--- config.mk ---
export PLATFORM = sky130hd
export DESIGN_NAME = fpu_bus_interface
export DESIGN_NICKNAME = d
export VERILOG_FILES = /design/src/rtl/pa_fpu.sv /design/src/rtl/fpu_if_regs.sv /design/src/rtl/fpu_bus_interface.sv
export SDC_FILE = /design/constraint.sdc
export NUM_CORES = 1
export LEC_CHECK = 0
export CORE_MARGIN = 1
export CORE_UTILIZATION = 59
export CTS_CLUSTER_DIAMETER = 50
export CTS_CLUSTER_SIZE = 28
export DETAILED_ROUTE_END_ITERATION = 12
export DONT_BUFFER_PORTS = 1
export PLACE_DENSITY_LB_ADDON = 0.15
export SKIP_LAST_GASP = 1
export SLEW_MARGIN = 10
export SYNTH_ARGS = -nofsm -noshare
export SYNTH_HDL_FRONTEND = slang
export SYNTH_HIERARCHICAL = 1
export SYNTH_SLANG_ARGS = --single-unit
--- constraint.sdc ---
create_clock -name clk -period 4.6 [get_ports clk]
set_input_delay 0.69 -clock clk [delete_from_list [all_inputs] [get_ports clk]]
set_output_delay 0.69 -clock clk [all_outputs]
set_load 0.1 [all_outputs]
--- src/rtl/pa_fpu.sv ---
// Shared fpu definitions: operation codes, the bus-interface register map,
// STATUS bit positions and the bus-interface FSM states.
package pa_fpu;

    typedef enum logic [3:0] {
        FPU_ADD  = 4'd0,
        FPU_SUB  = 4'd1,
        FPU_MUL  = 4'd2,
        FPU_DIV  = 4'd3,
        FPU_SQRT = 4'd4,
        FPU_CMP  = 4'd5,
        FPU_ITOF = 4'd6,
        FPU_FTOI = 4'd7
    } e_fpu_op;

    localparam logic [3:0] ADDR_A0     = 4'd0;
    localparam logic [3:0] ADDR_A1     = 4'd1;
    localparam logic [3:0] ADDR_A2     = 4'd2;
    localparam logic [3:0] ADDR_A3     = 4'd3;
    localparam logic [3:0] ADDR_B0     = 4'd4;
    localparam logic [3:0] ADDR_B1     = 4'd5;
    localparam logic [3:0] ADDR_B2     = 4'd6;
    localparam logic [3:0] ADDR_B3     = 4'd7;
    localparam logic [3:0] ADDR_R0     = 4'd8;
    localparam logic [3:0] ADDR_R1     = 4'd9;
    localparam logic [3:0] ADDR_R2     = 4'd10;
    localparam logic [3:0] ADDR_R3     = 4'd11;
    localparam logic [3:0] ADDR_CMD    = 4'd12;
    localparam logic [3:0] ADDR_STATUS = 4'd13;

    localparam int CMD_GO_BIT = 7;

    localparam int ST_DONE    = 0;
    localparam int ST_TIMEOUT = 1;
    localparam int ST_ERR     = 2;
    localparam int ST_IRQ_EN  = 3;
    localparam int ST_BUSY    = 7;

    typedef enum logic [1:0] {
        IDLE  = 2'd0,
        RUN   = 2'd1,
        DRAIN = 2'd2
    } e_fpu_if_state;

    function automatic logic [7:0] word_byte(input logic [31:0] w, input logic [1:0] idx);
        return w[{idx, 3'b000} +: 8];
    endfunction

endpackage

--- src/rtl/fpu_if_regs.sv ---
// Byte-addressed operand, result, command and status registers with the
// combinational read mux, write-one-to-clear flags and the registered irq.
module fpu_if_regs
    import pa_fpu::*;
#(
    parameter int OP_WIDTH = 4
) (
    input  logic                clk,
    input  logic                arst,
    input  logic                cs,
    input  logic                wr,
    input  logic                rd,
    input  logic [3:0]          addr,
    input  logic [7:0]          data_in,
    output logic [7:0]          data_out,
    input  logic                busy,
    input  logic                complete,
    input  logic                expire,
    input  logic [31:0]         result,
    output logic                go,
    output logic [31:0]         a,
    output logic [31:0]         b,
    output logic [OP_WIDTH-1:0] op,
    output logic                irq
);

    logic [31:0] r;
    logic        done;
    logic        timeout;
    logic        err;
    logic        irq_en;
    logic [7:0]  status;

    logic wr_en;
    logic wr_a;
    logic wr_b;
    logic wr_cmd;
    logic wr_status;
    logic blocked;

    assign wr_en     = cs & wr;
    assign wr_a      = wr_en & (addr[3:2] == ADDR_A0[3:2]);
    assign wr_b      = wr_en & (addr[3:2] == ADDR_B0[3:2]);
    assign wr_cmd    = wr_en & (addr == ADDR_CMD);
    assign wr_status = wr_en & (addr == ADDR_STATUS);

    // Operand and command writes are refused while a command is in flight.
    assign blocked = busy & (wr_a | wr_b | wr_cmd);
    assign go      = wr_cmd & ~busy & data_in[CMD_GO_BIT];

    always_ff @(posedge clk or posedge arst) begin
        if (arst) begin
            a       <= '0;
            b       <= '0;
            r       <= '0;
            op      <= '0;
            done    <= 1'b0;
            timeout <= 1'b0;
            err     <= 1'b0;
            irq_en  <= 1'b0;
            irq     <= 1'b0;
        end else begin
            if (wr_a && !busy) begin
                a[{addr[1:0], 3'b000} +: 8] <= data_in;
            end
            if (wr_b && !busy) begin
                b[{addr[1:0], 3'b000} +: 8] <= data_in;
            end
            if (wr_cmd && !busy) begin
                op <= data_in[OP_WIDTH-1:0];
            end
            if (complete) begin
                r <= result;
            end
            if (wr_status) begin
                done    <= done & ~data_in[ST_DONE];
                timeout <= timeout & ~data_in[ST_TIMEOUT];
                err     <= err & ~data_in[ST_ERR];
                irq_en  <= data_in[ST_IRQ_EN];
            end
            if (go) begin
                done    <= 1'b0;
                timeout <= 1'b0;
            end
            // Setting events come last so they beat a same-cycle W1C.
            if (complete || expire) begin
                done <= 1'b1;
            end
            if (expire) begin
                timeout <= 1'b1;
            end
            if (blocked) begin
                err <= 1'b1;
            end
            irq <= done & irq_en;
        end
    end

    always_comb begin
        status            = 8'h00;
        status[ST_DONE]    = done;
        status[ST_TIMEOUT] = timeout;
        status[ST_ERR]     = err;
        status[ST_IRQ_EN]  = irq_en;
        status[ST_BUSY]    = busy;
    end

    always_comb begin
        data_out = 8'h00;
        if (cs && rd) begin
            case (addr)
                ADDR_A0:     data_out = word_byte(a, 2'd0);
                ADDR_A1:     data_out = word_byte(a, 2'd1);
                ADDR_A2:     data_out = word_byte(a, 2'd2);
                ADDR_A3:     data_out = word_byte(a, 2'd3);
                ADDR_B0:     data_out = word_byte(b, 2'd0);
                ADDR_B1:     data_out = word_byte(b, 2'd1);
                ADDR_B2:     data_out = word_byte(b, 2'd2);
                ADDR_B3:     data_out = word_byte(b, 2'd3);
                ADDR_R0:     data_out = word_byte(r, 2'd0);
                ADDR_R1:     data_out = word_byte(r, 2'd1);
                ADDR_R2:     data_out = word_byte(r, 2'd2);
                ADDR_R3:     data_out = word_byte(r, 2'd3);
                ADDR_STATUS: data_out = status;
                default:     data_out = 8'h00;
            endcase
        end
    end

endmodule

--- src/rtl/fpu_bus_interface.sv ---
// CPU byte-bus front end for the fpu: launches a command, holds start until
// cmd_end or timeout, then drains until the fpu has gone quiet.
module fpu_bus_interface
    import pa_fpu::*;
#(
    parameter int TIMEOUT_CYCLES = 255,
    parameter int OP_WIDTH       = 4
) (
    input  logic          clk,
    input  logic          arst,
    input  logic          cs,
    input  logic          wr,
    input  logic          rd,
    input  logic [3:0]    addr,
    input  logic [7:0]    data_in,
    output logic [7:0]    data_out,
    output logic          irq,
    output logic [31:0]   fpu_a_operand,
    output logic [31:0]   fpu_b_operand,
    output e_fpu_op       fpu_operation,
    output logic          fpu_start,
    input  logic [31:0]   fpu_result,
    input  logic          fpu_cmd_end,
    input  logic          fpu_busy,
    output e_fpu_if_state state
);

    localparam int          OP_BITS    = $bits(e_fpu_op);
    localparam logic [15:0] LAST_COUNT = 16'(TIMEOUT_CYCLES - 1);

    logic [15:0]         count;
    logic [OP_WIDTH-1:0] op;
    logic                go;
    logic                complete;
    logic                expire;
    logic                busy;

    assign busy     = (state != IDLE);
    assign complete = (state == RUN) & fpu_cmd_end;
    // cmd_end in the final counted cycle still counts as a completion.
    assign expire   = (state == RUN) & ~fpu_cmd_end & (count == LAST_COUNT);

    assign fpu_operation = e_fpu_op'(OP_BITS'(op));

    fpu_if_regs #(
        .OP_WIDTH (OP_WIDTH)
    ) u_regs (
        .clk      (clk),
        .arst     (arst),
        .cs       (cs),
        .wr       (wr),
        .rd       (rd),
        .addr     (addr),
        .data_in  (data_in),
        .data_out (data_out),
        .busy     (busy),
        .complete (complete),
        .expire   (expire),
        .result   (fpu_result),
        .go       (go),
        .a        (fpu_a_operand),
        .b        (fpu_b_operand),
        .op       (op),
        .irq      (irq)
    );

    always_ff @(posedge clk or posedge arst) begin
        if (arst) begin
            state     <= IDLE;
            count     <= '0;
            fpu_start <= 1'b0;
        end else begin
            case (state)
                IDLE: begin
                    if (go) begin
                        state     <= RUN;
                        count     <= '0;
                        fpu_start <= 1'b1;
                    end
                end
                RUN: begin
                    count <= count + 16'd1;
                    if (complete || expire) begin
                        state     <= DRAIN;
                        fpu_start <= 1'b0;
                    end
                end
                DRAIN: begin
                    // Wait for the fpu to drop end and busy before accepting a new go.
                    if (!fpu_cmd_end && !fpu_busy) begin
                        state <= IDLE;
                    end
                end
                default: begin
                    state     <= IDLE;
                    fpu_start <= 1'b0;
                end
            endcase
        end
    end

endmodule

Yosys cells after proc, flatten, opt, wreduce, memory -nomap -nowiden

Index checks and enable logic that the tools add are counted.

Bitwise logic cells: 23
Equality and inequality tests: 20
Reductions and logical operators: 20
Shift-type cells: 2
Add/sub/neg operators: 2
Multiplexer cells: 21

Operator list:

| cell                                                                   | count |
|---|---|
| 8-bit case mux with 13 select lines                                    | 1 |
| 32-bit bitwise mux                                                     | 2 |
| 16-bit case mux with 2 select lines                                    | 1 |
| 8-bit by 7-bit variable shift with 32-bit output, first input constant | 1 |
| 8-bit by 7-bit indexed part select with 32-bit output                  | 1 |
| 4-bit equality test, second input constant                             | 6 |
| 16-bit by 1-bit adder with 16-bit output, second input constant        | 1 |
| 16-bit by 8-bit equality test with 1-bit output, second input constant | 1 |
| 4-bit by 3-bit equality test with 1-bit output, second input constant  | 4 |
| 16-bit 2-to-1 mux                                                      | 1 |
| 1-bit AND                                                              | 15 |
| 1-bit 2-to-1 mux                                                       | 10 |
| 4-bit by 2-bit equality test with 1-bit output, second input constant  | 2 |
| 8-bit 2-to-1 mux                                                       | 1 |
| 5-bit negation with 7-bit output                                       | 1 |
| 2-bit 2-to-1 mux                                                       | 3 |
| 1-bit inverter                                                         | 6 |
| 2-bit case mux with 3 select lines                                     | 1 |
| 3-bit AND reduction                                                    | 2 |
| 2-bit nonzero test                                                     | 3 |
| 3-bit nonzero test                                                     | 2 |
| 1-bit logical AND                                                      | 5 |
| 2-bit by 1-bit equality test with 1-bit output, second input constant  | 2 |
| 4-bit by 1-bit equality test with 1-bit output, second input constant  | 1 |
| 10 further kinds                                                       | 15 |

Output and inout bits: 80
Word-level logic and storage cells: 100
Input port bits: 51
Register bits: 124

Logic depth before layout (Yosys ltp)

Depth in word-level cells: 6
Mapped depth: 10
Gate-level depth less buffers: 8

Hierarchy

Netlist, hierarchy kept.

By module, submodules not included:

| module            | area an instance (sq um) | instances | sequential area each (sq um) | cells an instance |
|---|---|---|---|---|
| fpu_if_regs       | 4938.5                   | 1         | 2627.5                       | 465 |
| fpu_bus_interface | 1048.5                   | 1         | 475.5                        | 101 |

Worst setup path after synthesis

OpenSTA, ideal clock, no wires.

Kind: input to output
Start: in addr[0]
End: out data_out[5]
Data arrival time: 3.714 ns
Slack: 0.196 ns
Stages on the path: 7
Path buffers: 1
Required time: 3.910 ns
Path through: inv_1 > ha_1 > clkbuf_1 > a22oi_1 > a21oi_1 > a2111oi_0 > nor3_1

Cells in the longest elaborated chain, start to end: 3
Elaborated cells on any way between the ends: 15
Classes of those cells: 12 x eq/ne; 2 x mux; 1 x reduce/logical

RTL lines:

| element                                     | line                    | source |
|---|---|---|
| from (decl)                                 | fpu_bus_interface.sv:14 | `input logic [3:0] addr,` |
| 4-bit equality test (tied with other cells) | fpu_if_regs.sv:111      | `case (addr)` |
| 8-bit case mux with 13 select lines *       | fpu_if_regs.sv:111      |  |
| 8-bit 2-to-1 mux *                          | fpu_if_regs.sv:110      | `if (cs && rd) begin` |
| to (decl)                                   | fpu_bus_interface.sv:16 | `output logic [7:0] data_out,` |

Every way passes the cells marked *; elsewhere a longest branch is shown, timed or not.

Final worst setup path

Start: in addr[1]
End: out data_out[3]

The elaborated chain is that of the path after synthesis.

==> summary.txt <==
Status
  – Result of the run: finished, final reports clean

Timing
  – Measured slew at the worst slew-check pin: around 1.1 ns
  – Worst hold margin: around 0.18 ns
  – Peak clock frequency supported by timing: between 0.2 and 0.3 GHz
  – Shortest period the worst path allows: roughly 3.6 ns
  – Share of the clock period used by the worst path: 0.777
  – Final critical-path setup slack: roughly 1 ns
  – Setup violations, final: 0
  – Total negative setup slack: 0 ns
  – Setup repair after global routing missed its margin: no
  – Final count of pins violating max slew: 0
  – Rel. slew slack: 0.274
  – Skew final: between 0.006 and 0.007 ns
  – Number of hold-slack violations in the final timing report: 0

Run
  – Number of max-cap violations: 0

Critical path
  – Endpoint class of the critical path: output pin
  – Biggest fanout along the worst timing path: 23
  – Cell type group with the largest total delay on the critical path: compound AO/OA/AOI/OAI gates
  – Ordered cell list for the critical path: inv_1 > ha_1 > or4_1 > o2111ai_2 > o21bai_1 > o22ai_2 > buf_4
  – Crit path max-delay cell type: sky130_fd_sc_hd__ha_1
  – Critical path class: in2out
  – Reg2Reg Depth: 7
  – Slack of the worst reg-to-reg path: between 1.5 and 2 ns
  – Critical path data required time: ~4 ns
  – Worst Path Buf+Inv: 2
  – Launching element type of the critical path: primary input
  – R2R Path Start: state[1]$_DFFE_PP0P_
  – CP max stage delay: approximately 0.74 ns
  – CP arrival: approximately 2.9 ns
  – Capture instance of the worst register-to-register path: count[3]$_DFFE_PP0P_

Synthesis
  – Most used flip-flop cell after synthesis: sky130_fd_sc_hd__dfrtp_1
  – Post-Syn Instances: 566
  – Post-Syn Area per Cell: 10.6 µm²
  – Library cells used by synthesis: 68
  – Asr flop ratio synth: 1.00
  – Share of the yosys chip area belonging to registers: 0.518
  – Synth top area cells: sky130_fd_sc_hd__dfrtp_1 52%, sky130_fd_sc_hd__mux2_2 7.9%, sky130_fd_sc_hd__nand2_1 6.7%
  – Top-area cell type share of the netlist area: 0.518
  – Post-synth EDFFs: 0
  – Nets in the synthesized netlist: around 630
  – Mapped Area: ~6000 µm²
  – Number of synthesized register bits: 124
  – Largest area contributor in the synthesized netlist: sky130_fd_sc_hd__dfrtp_1
  – Yosys warns: 6

Drt
  – Final wirelength: 16600 µm
  – Detailed-route vias per instance: between 6 and 7
  – Iteration-0 DRC Markers: about 520
  – WL per Instance: between 20 and 25 µm
  – Drt first pass iters: 6
  – Vias after detailed routing: approximately 4800
  – Number of design rule violations left after detail routing: 0
  – Remaining antenna violation count: 0

Die
  – Starting Density: 0.610
  – DIE AREA: around 11000 µm²
  – Width of the die: between 100 and 150 µm
  – Chip height: slightly above 100 µm
  – Number of rows in the core area: 36
  – Floorplan Core Area: between 9000 and 10000 µm²
  – I/O pin total: roughly 130

Place
  – HPWL reported at the end of detailed placement: about 12000 µm
  – Placement-stage worst setup slack: around 1.1 ns
  – Number of placed cells counting well taps: roughly 690
  – Global placement routability congestion: roughly 0.95
  – PortBufs: 0
  – Total placed instance area: 6180 µm²

Final layout
  – Post-route non-filler standard cell count: around 700
  – Layout overhead on the synthesized area: 12.5%
  – Total inserted antenna cells: 0
  – Net total in the final layout: roughly 630
  – Summed area of non-filler cells in the final layout: about 6700 µm²
  – Fraction of layout instances using a drive strength above 1: 0.202
  – Final core utilization: 0.686
  – Filler cell count in the final layout: 757

GRT
  – Vias in the first global route: roughly 4700
  – Met2 track demand over resource: 0.513
  – Global-route layer with the greatest usage: met2
  – Wire length of the first global-routing pass: 25400 µm
  – Aggregate global routing overflow: 0
  – Maximum number of pins on one net before global-route repair: 63
  – GR Util All Layers: 0.331
  – Antenna violations before repair: 0
  – M3 GR Usage: 0.113
  – Met1 GRT Util: 0.409

Power and ir drop
  – VDD IR max: between 0.2 and 0.3 mV
  – Total power draw: ~3.3 mW
  – Total power per unit cell area: between 400 and 500 nW/µm²
  – Static leakage power: roughly 3 nW

Clock network
  – CTS tree: done
  – Number of buffers inserted by hold repair at cts: 0
  – Number of buffers inserted by post-CTS setup repair: 0
  – Clock transition at the register clock pins on the worst setup and hold paths after CTS: around 0.060 ns
  – Maximum level of the CTS H-tree: 4
  – Clk buf depth: 2
  – Clk root buf: sky130_fd_sc_hd__clkbuf_8
  – Sink count of the clock tree: around 120
  – Total CTS buffers: 17
  – Total of cells resized after clock tree synthesis: 0
  – Later-pin clock latency in the skew report: roughly 0.52 ns

Hold path
  – Min-Delay Path Class: in2async
## final cells by class
type                    count  area (µm²)  share of cell area
inverters                  13        51.3             0.00762
well taps                 133         166              0.0247
flip-flops and latches    124        3100               0.461
clock buffers              22         463              0.0688
repair buffers             18         155              0.0230
multi-input cells         398        2700               0.402
clock inverters            10        90.1              0.0134
## flip-flops by register name, summed over array words and instances, names as in the netlist
signal,cells
u_regs/a,32
u_regs/b,32
u_regs/r,32
count,16
u_regs/op,4
state,2
fpu_start,1
u_regs/done,1
u_regs/err,1
u_regs/irq,1
u_regs/irq_en,1
u_regs/timeout,1
## cell usage after synthesis (all sizes together), types with 2 or more instances
| master | n |
|---|---|
| a211oi | 2 |
| a21oi | 13 |
| a221o | 2 |
| a221oi | 2 |
| a222oi | 4 |
| a22o | 14 |
| a22oi | 19 |
| a311o | 2 |
| a311oi | 3 |
| and3 | 2 |
| and4 | 2 |
| buf | 21 |
| clkbuf | 10 |
| dfrtp | 124 |
| ha | 9 |
| inv | 13 |
| mux2 | 42 |
| mux2i | 21 |
| nand2 | 108 |
| nand2b | 3 |
| nand3 | 21 |
| nand3b | 2 |
| nand4 | 3 |
| nor2 | 14 |
| nor2b | 2 |
| nor3 | 7 |
| nor3b | 2 |
| nor4 | 2 |
| nor4b | 2 |
| o21ai | 63 |
| o22ai | 4 |
| o32ai | 3 |
| or2 | 2 |
| or3 | 2 |
## power by group
part           switching (mW)  internal, mW
Sequential              0.467          1.24
Clock                   0.477         0.757
Combinational           0.203         0.164
Total                    1.15          2.16
## kinds of logic after synthesis
group / Yosys count / share of synthesized area
fa+ha+maj: 9 / 0.0188
buf+inv: 44 / 0.0355
mux: 63 / 0.114
simple gates: 181 / 0.152
flops: 124 / 0.518
compound gates: 145 / 0.162
## per-layer routing
metal / part of all wire / up-vias
met5: 0 / -
met4: 0.045 / 0
met3: 0.098 / 55
met2: 0.48 / 270
met1: 0.38 / 2391
li1: - / 2070
## worst max-delay path by stage
stage                                        start          end  slack (ns)  depth (start not counted)
after floorplan                            addr[0]  data_out[5]        0.20                          7
after global placement                     addr[1]  data_out[3]        1.16                          7
after detailed placement                   addr[1]  data_out[3]        1.08                          7
after CTS                 u_regs/b[13]$_DFFE_PP0P_  data_out[5]        1.06                          5
after global routing          state[1]$_DFFE_PP0P_  data_out[7]        0.93                          6
final                                      addr[1]  data_out[3]        1.03                          7
## layout by cell type (no fill, tap or decap), types with 4 or more instances in the layout
cell / n
sky130_fd_sc_hd__clkinv_2: 4
sky130_fd_sc_hd__nor2_2: 4
sky130_fd_sc_hd__ha_1: 9
sky130_fd_sc_hd__mux2_2: 42
sky130_fd_sc_hd__a222oi_1: 4
sky130_fd_sc_hd__nand3_1: 21
sky130_fd_sc_hd__nor3_1: 5
sky130_fd_sc_hd__mux2i_1: 21
sky130_fd_sc_hd__clkbuf_8: 4
sky130_fd_sc_hd__buf_4: 17
sky130_fd_sc_hd__dfrtp_1: 124
sky130_fd_sc_hd__nor2_1: 10
sky130_fd_sc_hd__a21oi_1: 10
sky130_fd_sc_hd__o21ai_1: 6
sky130_fd_sc_hd__clkbuf_16: 16
sky130_fd_sc_hd__inv_1: 11
sky130_fd_sc_hd__o21ai_0: 56
sky130_fd_sc_hd__nand2_1: 107
sky130_fd_sc_hd__a22o_1: 14
sky130_fd_sc_hd__a22oi_1: 19
No activity file was read; power rests on OpenSTA's default activity.
